`config.mk`:
```
export PLATFORM = sky130hd
export DESIGN_NAME = lc_state_matcher
export DESIGN_NICKNAME = d
export VERILOG_FILES = /design/src/rtl/lc_state_matcher.sv
export SDC_FILE = /design/constraint.sdc
export NUM_CORES = 1
export LEC_CHECK = 0
export BUFFER_PORTS_ARGS = -buffer_cell sky130_fd_sc_hd__clkbuf_2
export CAP_MARGIN = 20
export CORE_MARGIN = 1
export CORE_UTILIZATION = 31
export CTS_BUF_LIST = sky130_fd_sc_hd__clkbuf_4 sky130_fd_sc_hd__clkbuf_8
export DETAILED_ROUTE_END_ITERATION = 12
export PLACE_DENSITY_LB_ADDON = 0.2
export SLEW_MARGIN = 15
export SYNTH_ARGS = -nofsm -noshare
export SYNTH_HDL_FRONTEND = slang
export SYNTH_SLANG_ARGS = --single-unit
```
`constraint.sdc`:
```
create_clock -name clk -period 3.5 [get_ports clk]
set_input_delay 0.175 -clock clk [delete_from_list [all_inputs] [get_ports clk]]
set_output_delay 0.175 -clock clk [all_outputs]
set_load 0.02 [all_outputs]
```
`src/rtl/lc_state_matcher.sv`:
```
// lc_state_matcher: walks the life-cycle hash ROM one entry at a time and
// compares each entry against a latched candidate hash. The lowest matching
// index is reported as the decoded state; duplicate matches and ROM read
// timeouts are flagged. Every output comes straight from a flop.
module lc_state_matcher #(
  parameter int WIDTH   = 256,
  parameter int LENGTH  = 6,
  parameter int TIMEOUT = 4
) (
  input  logic                      clk,
  input  logic                      rst,
  input  logic                      start,
  input  logic [WIDTH-1:0]          cand_hash,
  output logic                      mem_rd_en,
  output logic [$clog2(LENGTH)-1:0] mem_addr,
  input  logic [WIDTH-1:0]          mem_rdData,
  input  logic                      mem_valid,
  output logic                      busy,
  output logic                      done,
  output logic                      match,
  output logic [$clog2(LENGTH)-1:0] match_idx,
  output logic                      multi_match,
  output logic                      timeout_err
);

  localparam int IW = $clog2(LENGTH);
  localparam int TW = $clog2(TIMEOUT);
  localparam logic [IW-1:0] LAST_IDX = IW'(LENGTH - 1);
  localparam logic [TW-1:0] TMR_MAX  = TW'(TIMEOUT - 1);

  typedef enum logic [1:0] {
    S_IDLE  = 2'd0,
    S_ISSUE = 2'd1,
    S_WAIT  = 2'd2,
    S_DONE  = 2'd3
  } state_e;

  state_e            state_q, state_d;
  logic [IW-1:0]     idx_q, idx_d;
  logic [TW-1:0]     timer_q, timer_d;
  logic [WIDTH-1:0]  cand_q, cand_d;
  logic              match_q, match_d;
  logic [IW-1:0]     match_idx_q, match_idx_d;
  logic              multi_q, multi_d;
  logic              tmo_q, tmo_d;
  logic              rd_en_q, rd_en_d;
  logic              done_q, done_d;
  logic              busy_q, busy_d;

  // Next-state and result update; strobes are decoded from the next state so
  // they appear registered in the same cycle as the state they belong to.
  always_comb begin
    state_d     = state_q;
    idx_d       = idx_q;
    timer_d     = timer_q;
    cand_d      = cand_q;
    match_d     = match_q;
    match_idx_d = match_idx_q;
    multi_d     = multi_q;
    tmo_d       = tmo_q;

    case (state_q)
      S_IDLE: begin
        if (start) begin
          cand_d      = cand_hash;
          idx_d       = '0;
          match_d     = 1'b0;
          match_idx_d = '0;
          multi_d     = 1'b0;
          tmo_d       = 1'b0;
          // The ROM reads back zero when idle, so an all-zero candidate would
          // match spuriously; finish without touching the ROM.
          if (cand_hash == '0) begin
            state_d = S_DONE;
          end else begin
            state_d = S_ISSUE;
          end
        end else begin
          state_d = S_IDLE;
        end
      end

      S_ISSUE: begin
        timer_d = '0;
        state_d = S_WAIT;
      end

      S_WAIT: begin
        if (mem_valid) begin
          if (mem_rdData == cand_q) begin
            if (match_q) begin
              multi_d = 1'b1;
            end else begin
              match_d     = 1'b1;
              match_idx_d = idx_q;
            end
          end else begin
            match_d = match_q;
          end
          if (idx_q == LAST_IDX) begin
            state_d = S_DONE;
          end else begin
            idx_d   = idx_q + IW'(1);
            state_d = S_ISSUE;
          end
        end else if (timer_q == TMR_MAX) begin
          // Partial match results are deliberately kept.
          tmo_d   = 1'b1;
          state_d = S_DONE;
        end else begin
          timer_d = timer_q + TW'(1);
        end
      end

      S_DONE: begin
        state_d = S_IDLE;
      end

      default: begin
        state_d = S_IDLE;
      end
    endcase

    rd_en_d = (state_d == S_ISSUE);
    done_d  = (state_d == S_DONE);
    busy_d  = (state_d != S_IDLE);
  end

  // State, scan context and registered outputs; reset clears everything at once.
  always_ff @(posedge clk or negedge rst) begin
    if (!rst) begin
      state_q     <= S_IDLE;
      idx_q       <= '0;
      timer_q     <= '0;
      cand_q      <= '0;
      match_q     <= 1'b0;
      match_idx_q <= '0;
      multi_q     <= 1'b0;
      tmo_q       <= 1'b0;
      rd_en_q     <= 1'b0;
      done_q      <= 1'b0;
      busy_q      <= 1'b0;
    end else begin
      state_q     <= state_d;
      idx_q       <= idx_d;
      timer_q     <= timer_d;
      cand_q      <= cand_d;
      match_q     <= match_d;
      match_idx_q <= match_idx_d;
      multi_q     <= multi_d;
      tmo_q       <= tmo_d;
      rd_en_q     <= rd_en_d;
      done_q      <= done_d;
      busy_q      <= busy_d;
    end
  end

  assign mem_rd_en   = rd_en_q;
  assign mem_addr    = idx_q;
  assign busy        = busy_q;
  assign done        = done_q;
  assign match       = match_q;
  assign match_idx   = match_idx_q;
  assign multi_match = multi_q;
  assign timeout_err = tmo_q;

endmodule

```
==> results_dict.tcl, run 1 <==
set metrics [dict create \
    yosys.area.top_type "dfrtp_1" \
    slew_headroom_pct 35.4 \
    p_leak_nw 11.1 \
    core.rowCount 76 \
    arrival_ns 3.44 \
    wl_per_cell_microns 23.5 \
    path_clk_slew_ns 0.06 \
    netlist_top_cells_area "dfrtp_1 (50%), nand2_1 (22%), xor2_1 (17%)" \
    finalSetupViolCount 0 \
    synthCells 1580 \
    ir_drop_mv 0.367 \
    syn_area_sq_mm 0.0136 \
    grt_pass1_wl_microns 99200 \
    layout_commonest_cell "nand2_1" \
    fp.dieArea_sq_mm 0.0446 \
    p_per_area_mw_per_mm2 701 \
    path_cells "xor2_1 -> nor4_1 -> nand4_1 -> nor4_1 -> nand4_1 -> or3_4 -> a32o_1" \
    fin_setup_tns_ns 0 \
    cts_buffers 52 \
    crit_fanout 3 \
    finalHoldViolations 0 \
    antenna_found_initial 15 \
    path_class "reg2reg" \
    ys_ff_latch 272 \
    critPathRequiredTime_ns 4.00 \
    dr.first_iter.drc_count 987 \
    grt_max_degree 136 \
    htreeDepth 2 \
    insertion_delay_ns 0.63 \
    die_w_microns 211 \
    slowest_delay_ns 0.75 \
    finalWeightedCongestion 0.933 \
    cp_slowest_cell "nor4_1" \
    end_kind "flop" \
    wirelength_microns 71200 \
    coreArea_sq_mm 0.0431 \
    rsz0062_at_grt "false" \
    cts-root-buf "clkbuf_8" \
    setup_ws_ns 0.557 \
    ff2ff_setup_slack_ns 0.56 \
    synth_cell_types 29 \
    max_freq_mhz 340 \
    via_per_inst 4.84 \
    grt_overflow_total 0 \
    syn_to_final_growth_pct 53.8 \
    pin_count 528 \
    grt_pass1_vias 15000 \
    worst_slew_pin_slew_ns 0.961 \
    synth_nets 2099 \
    drive_above_1_share_pct 27.0 \
    nFillCells 4288 \
    drv_slew 0 \
    clock-sinks 272 \
    cts_hold_buffers 258 \
    place_hpwl_microns 54700 \
    min_period_ns 2.94 \
    post-route-period-util_pct 84.1 \
    routed-via-count 14600 \
    outcome "finished clean" \
    post_cts_buffers 0 \
    finClkSkew_ns 0.0223 \
    reg2regPathDepth 7 \
    yosys.area.top_type_share_pct 50.2 \
    start_util_pct 31.5 \
    grt_use_total_pct 31.4 \
    cts_tree "done" \
    place_ws_ns 0.526 \
    cts-resized-gates 0 \
    dr.pass1.iters 5 \
    maxCapViolations 0 \
    antenna_left 0 \
    yosysSeqAreaShare_pct 50.2 \
    most-common-layout-cells "nand2_1 (777), clkbuf_2 (526), dfrtp_1 (272)" \
    final_nets 2908 \
    die_h_microns 211 \
    hold_class "in2async" \
    synth.avg_cell_area_sq_um 8.58 \
    clockBufferDepth 3 \
    synth_warnings 0 \
    startpoint_type "flop" \
    io_buffers 527 \
    drc 0 \
]
-- registers in the layout, summed over array words and instances, names as in the netlist --
register and cells:
busy 1, state_q 2, match_idx 3, multi_match 1
timeout_err 1, mem_rd_en 1, cand_q 256, mem_addr 3
match 1, done 1, timer_q 2
-- cell families (layout without fill, tap and decap cells) --
family | count (synthesis) | in the layout | synth area share, %
and+or+nand+nor | 964 | 964 | 30.1
DFF | 272 | 272 | 50.2
xor gates and xnor gates | 256 | 256 | 16.5
buffers and inverters | 61 | 911 | 1.69
AOI/OAI and AO/OA | 24 | 24 | 1.24
adders and majority gates | 3 | 3 | 0.277
other | 0 | 12 | 0
-- metrics by stage --
stage / area [sq um] / hold slack, ns / total power [mW] / util (%) / std cells
floorplan: 13600 / -0.121 / 8.49 / - / 1580
global placement: 17000 / 0.248 / 10.7 / 39.5 / 2661
detailed placement: 17000 / 0.248 / 10.8 / 39.5 / 2662
CTS: 20800 / 0.167 / 14.7 / 48.3 / 3015
global route: 20800 / 0.169 / 15.5 / 48.4 / 3025
finish: 20800 / 0.139 / 14.6 / 48.4 / 3027
-- cell usage after synthesis (all sizes together) --
| cell type | n |
|---|---|
| nand2 | 778 |
| dfrtp | 272 |
| xor2 | 256 |
| nor4 | 134 |
| clkbuf | 53 |
| nand4 | 33 |
| buf | 6 |
| a21oi | 5 |
| nor2 | 5 |
| o21ai | 5 |
| nand3 | 4 |
| nor3 | 4 |
| a22o | 3 |
| a32o | 3 |
| ha | 3 |
| a21boi | 2 |
| and2 | 2 |
| inv | 2 |
| a21o | 1 |
| a311oi | 1 |
| a31oi | 1 |
| nand3b | 1 |
| o211ai | 1 |
| o21a | 1 |
| o32ai | 1 |
| or2 | 1 |
| or3 | 1 |
| or4 | 1 |
-- power breakdown --
group          internal [mW]  total [mW]  switching, mW
clock                   2.11        3.65           1.53
sequential              4.61        5.74           1.13
combinational           2.00        5.23           3.24
total                   8.72        14.6           5.90
-- worst paths after layout --
path | end | start
setup / recovery | match_idx[2] | cand_q[247]
hold / removal | cand_q[30] | rst
setup reg to reg | match_idx[2] | cand_q[247]
hold reg to reg | cand_q[136] | cand_q[136]
max in group asynchronous | cand_q[35] | rst
min in group clk | cand_q[19] | start
-- final cells by class --
| cell class | instances | area [sq um] | share of cell area (%) |
|---|---|---|---|
| Antenna cell | 12 | 30.0 | 0.144 |
| Clock buffer | 82 | 1080 | 5.20 |
| Clock inverter | 13 | 115 | 0.552 |
| Inverter | 2 | 7.51 | 0.0360 |
| Multi-Input combinational cell | 1247 | 6540 | 31.4 |
| Sequential cell | 272 | 6810 | 32.6 |
| Tap cell | 585 | 732 | 3.51 |
| Timing Repair Buffer | 814 | 5530 | 26.5 |
-- per-layer routing --
metal	GRT usage, %	routed length [microns]	up-vias
met2	53.0	34400	683
li1	-	-	6781
met4	12.7	2740	6
met3	6.04	4740	152
met1	39.4	29300	7019
met5	0	44	-
-- worst max-delay path: cells and delay by family (launching register included) --
family	cells	cell delay [ns]
compound gates	1	0.27
flops	1	0.42
simple gates	5	1.90
xor+xnor	1	0.24
Note: power is estimated with default switching activity, not from simulation.
==> run 2: changes to the inputs <==
- clock period: 3.5 -> 2.8 ns (I/O delays scaled with it)
==> run 2 against run 1 <==
  * Fmax rose by 5.6%
  * Sequential cell count did not move
  * Total power rose by 26%
  * Design area rose by 1.2%
  * Utilization rose by 0.59 points
  * Worst hold slack got worse by 0.078 ns
  * Combinational power rose by 30%
  * Global-route usage rose by 0.42 points
  * Wire length rose by 0.12%
  * Via count rose by 0.51%
  * Non-clock buffer count rose by 22
  * Critical path type unchanged
  * Critical endpoint is now match_idx[1]
==> results_dict.tcl, run 2 (synthesis gave the netlist of run 1 again) <==
set metrics [dict create \
    final_nets 2928 \
    finalHoldViolations 0 \
    antenna_left 0 \
    worst_slew_pin_slew_ns 0.765 \
    reg2reg_to "match_idx[1]" \
    met1_length_microns 29300 \
    wl_per_cell_microns 23.4 \
    place_hpwl_microns 55500 \
    dr.pass1.iters 5 \
    drc 0 \
    slew_headroom_pct 48.5 \
    drv_slew 0 \
    max_freq_mhz 359 \
    post-route-period-util_pct 99.5 \
    start_util_pct 31.5 \
    setup_ws_ns 0.0129 \
    hold_class "in2async" \
    outcome "finished clean" \
    die_w_microns 211 \
    cts_buffers 50 \
    clock-sinks 272 \
    met3_length_microns 4580 \
    dr.first_iter.drc_count 1014 \
    arrival_ns 3.29 \
    r2r-start "cand_q[232]" \
    fin_setup_tns_ns 0 \
    clockBufferDepth 3 \
    finalSetupViolCount 0 \
    finalWeightedCongestion 0.961 \
    startpoint "cand_q[232]" \
    finClkSkew_ns 0.0118 \
    maxCapViolations 0 \
    insertion_delay_ns 0.62 \
    end_kind "flop" \
    grt_overflow_total 0 \
    p_leak_nw 11.3 \
    antenna_found_initial 24 \
    htreeDepth 2 \
    pin_count 528 \
    grt_use_total_pct 31.8 \
    core.rowCount 76 \
    reg2regPathDepth 8 \
    io_buffers 527 \
    syn_to_final_growth_pct 55.6 \
    fp.dieArea_sq_mm 0.0446 \
    grt_max_degree 124 \
    min_period_ns 2.79 \
    drive_above_1_share_pct 28.0 \
    path_class "reg2reg" \
    path_clk_slew_ns 0.06 \
    cp-endpoint "match_idx[1]" \
    cts-root-buf "clkbuf_8" \
    p_per_area_mw_per_mm2 874 \
    die_h_microns 211 \
    ir_drop_mv 0.463 \
    crit_fanout 3 \
    via_per_inst 4.83 \
    ff2ff_setup_slack_ns 0.01 \
    most-common-layout-cells "nand2_1 (777), clkbuf_2 (526), dfrtp_1 (272)" \
    critPathRequiredTime_ns 3.31 \
    routed-via-count 14700 \
    wl_met2_microns 34200 \
    top_register "cand_q" \
    layout_commonest_cell "nand2_1" \
    grt_pass1_wl_microns 101000 \
    startpoint_type "flop" \
    largest_register_ff_count 256 \
    cts_tree "done" \
    place_ws_ns -0.430 \
    grt_pass1_vias 15500 \
    wirelength_microns 71300 \
    coreArea_sq_mm 0.0431 \
    rsz0062_at_grt "false" \
    top_layer_used "met5" \
    dp.cells 2684 \
    finalNonFillerCells 3048 \
]
[run 2: power breakdown]
group	switching [mW]	internal, mW	total [mW]
sequential	1.37	5.77	7.14
combinational	4.22	2.60	6.82
clock	1.84	2.66	4.50
[run 2: per-stage QoR]
step	util (%)	power (mW)	cell area, sq um	hold WS [ns]
2_1_floorplan	-	10.6	13600	-0.156
3_3_place_gp	39.9	13.4	17200	0.143
3_5_place_dp	39.9	13.6	17200	0.144
4_1_cts	48.8	18.5	21000	0.0445
5_1_grt	49.0	19.6	21100	0.0802
6_report	49.0	18.5	21100	0.0611
[run 2: worst min path at each step]
stage	end	cells after the start	slack (ns)
4_1_cts	cand_q[33]	2	0.04
3_3_place_gp	cand_q[33]	1	0.14
3_5_place_dp	cand_q[33]	1	0.14
2_1_floorplan	busy	0	-0.16
5_1_grt	cand_q[41]	2	0.08
6_report	cand_q[33]	2	0.06
[run 2: area by class of cell]
cell class              instances  area (sq um)
repair buffers                836          5700
clock inverters                 9           120
well taps                     585           732
fillers                      4285         22000
multi-input cells            1247          6640
inverters                       2          7.51
clock buffers                  81          1060
diodes                         16          40.0
flip-flops and latches        272          6810
[run 2: worst max-delay path: stages, from the launching register on]
cell and delay, ns:
dfrtp_1 0.42, xor2_1 0.18, nor4_1 0.57, buf_4 0.21, nand4_1 0.09, nor4_1 0.31, nand4_1 0.23, or3_4 0.39
a32o_1 0.27
[run 2: layer usage]
metal / vias up / track usage (%)
met3: 170 / 6.90
met1: 7063 / 39.3
li1: 6815 / -
met2: 654 / 53.4
met4: 14 / 13.8
met5: - / 0
[run 2: repair_timing]
| action | CTS | global route |
|---|---|---|
| hold buffers | 258 | 0 |
| hold endpoints to repair | 390 | 0 |
| pin swaps | 0 | 2 |
| resized for setup | 9 | 6 |
| buffers inserted | 0 | 0 |
| setup endpoints to repair | 5 | 3 |
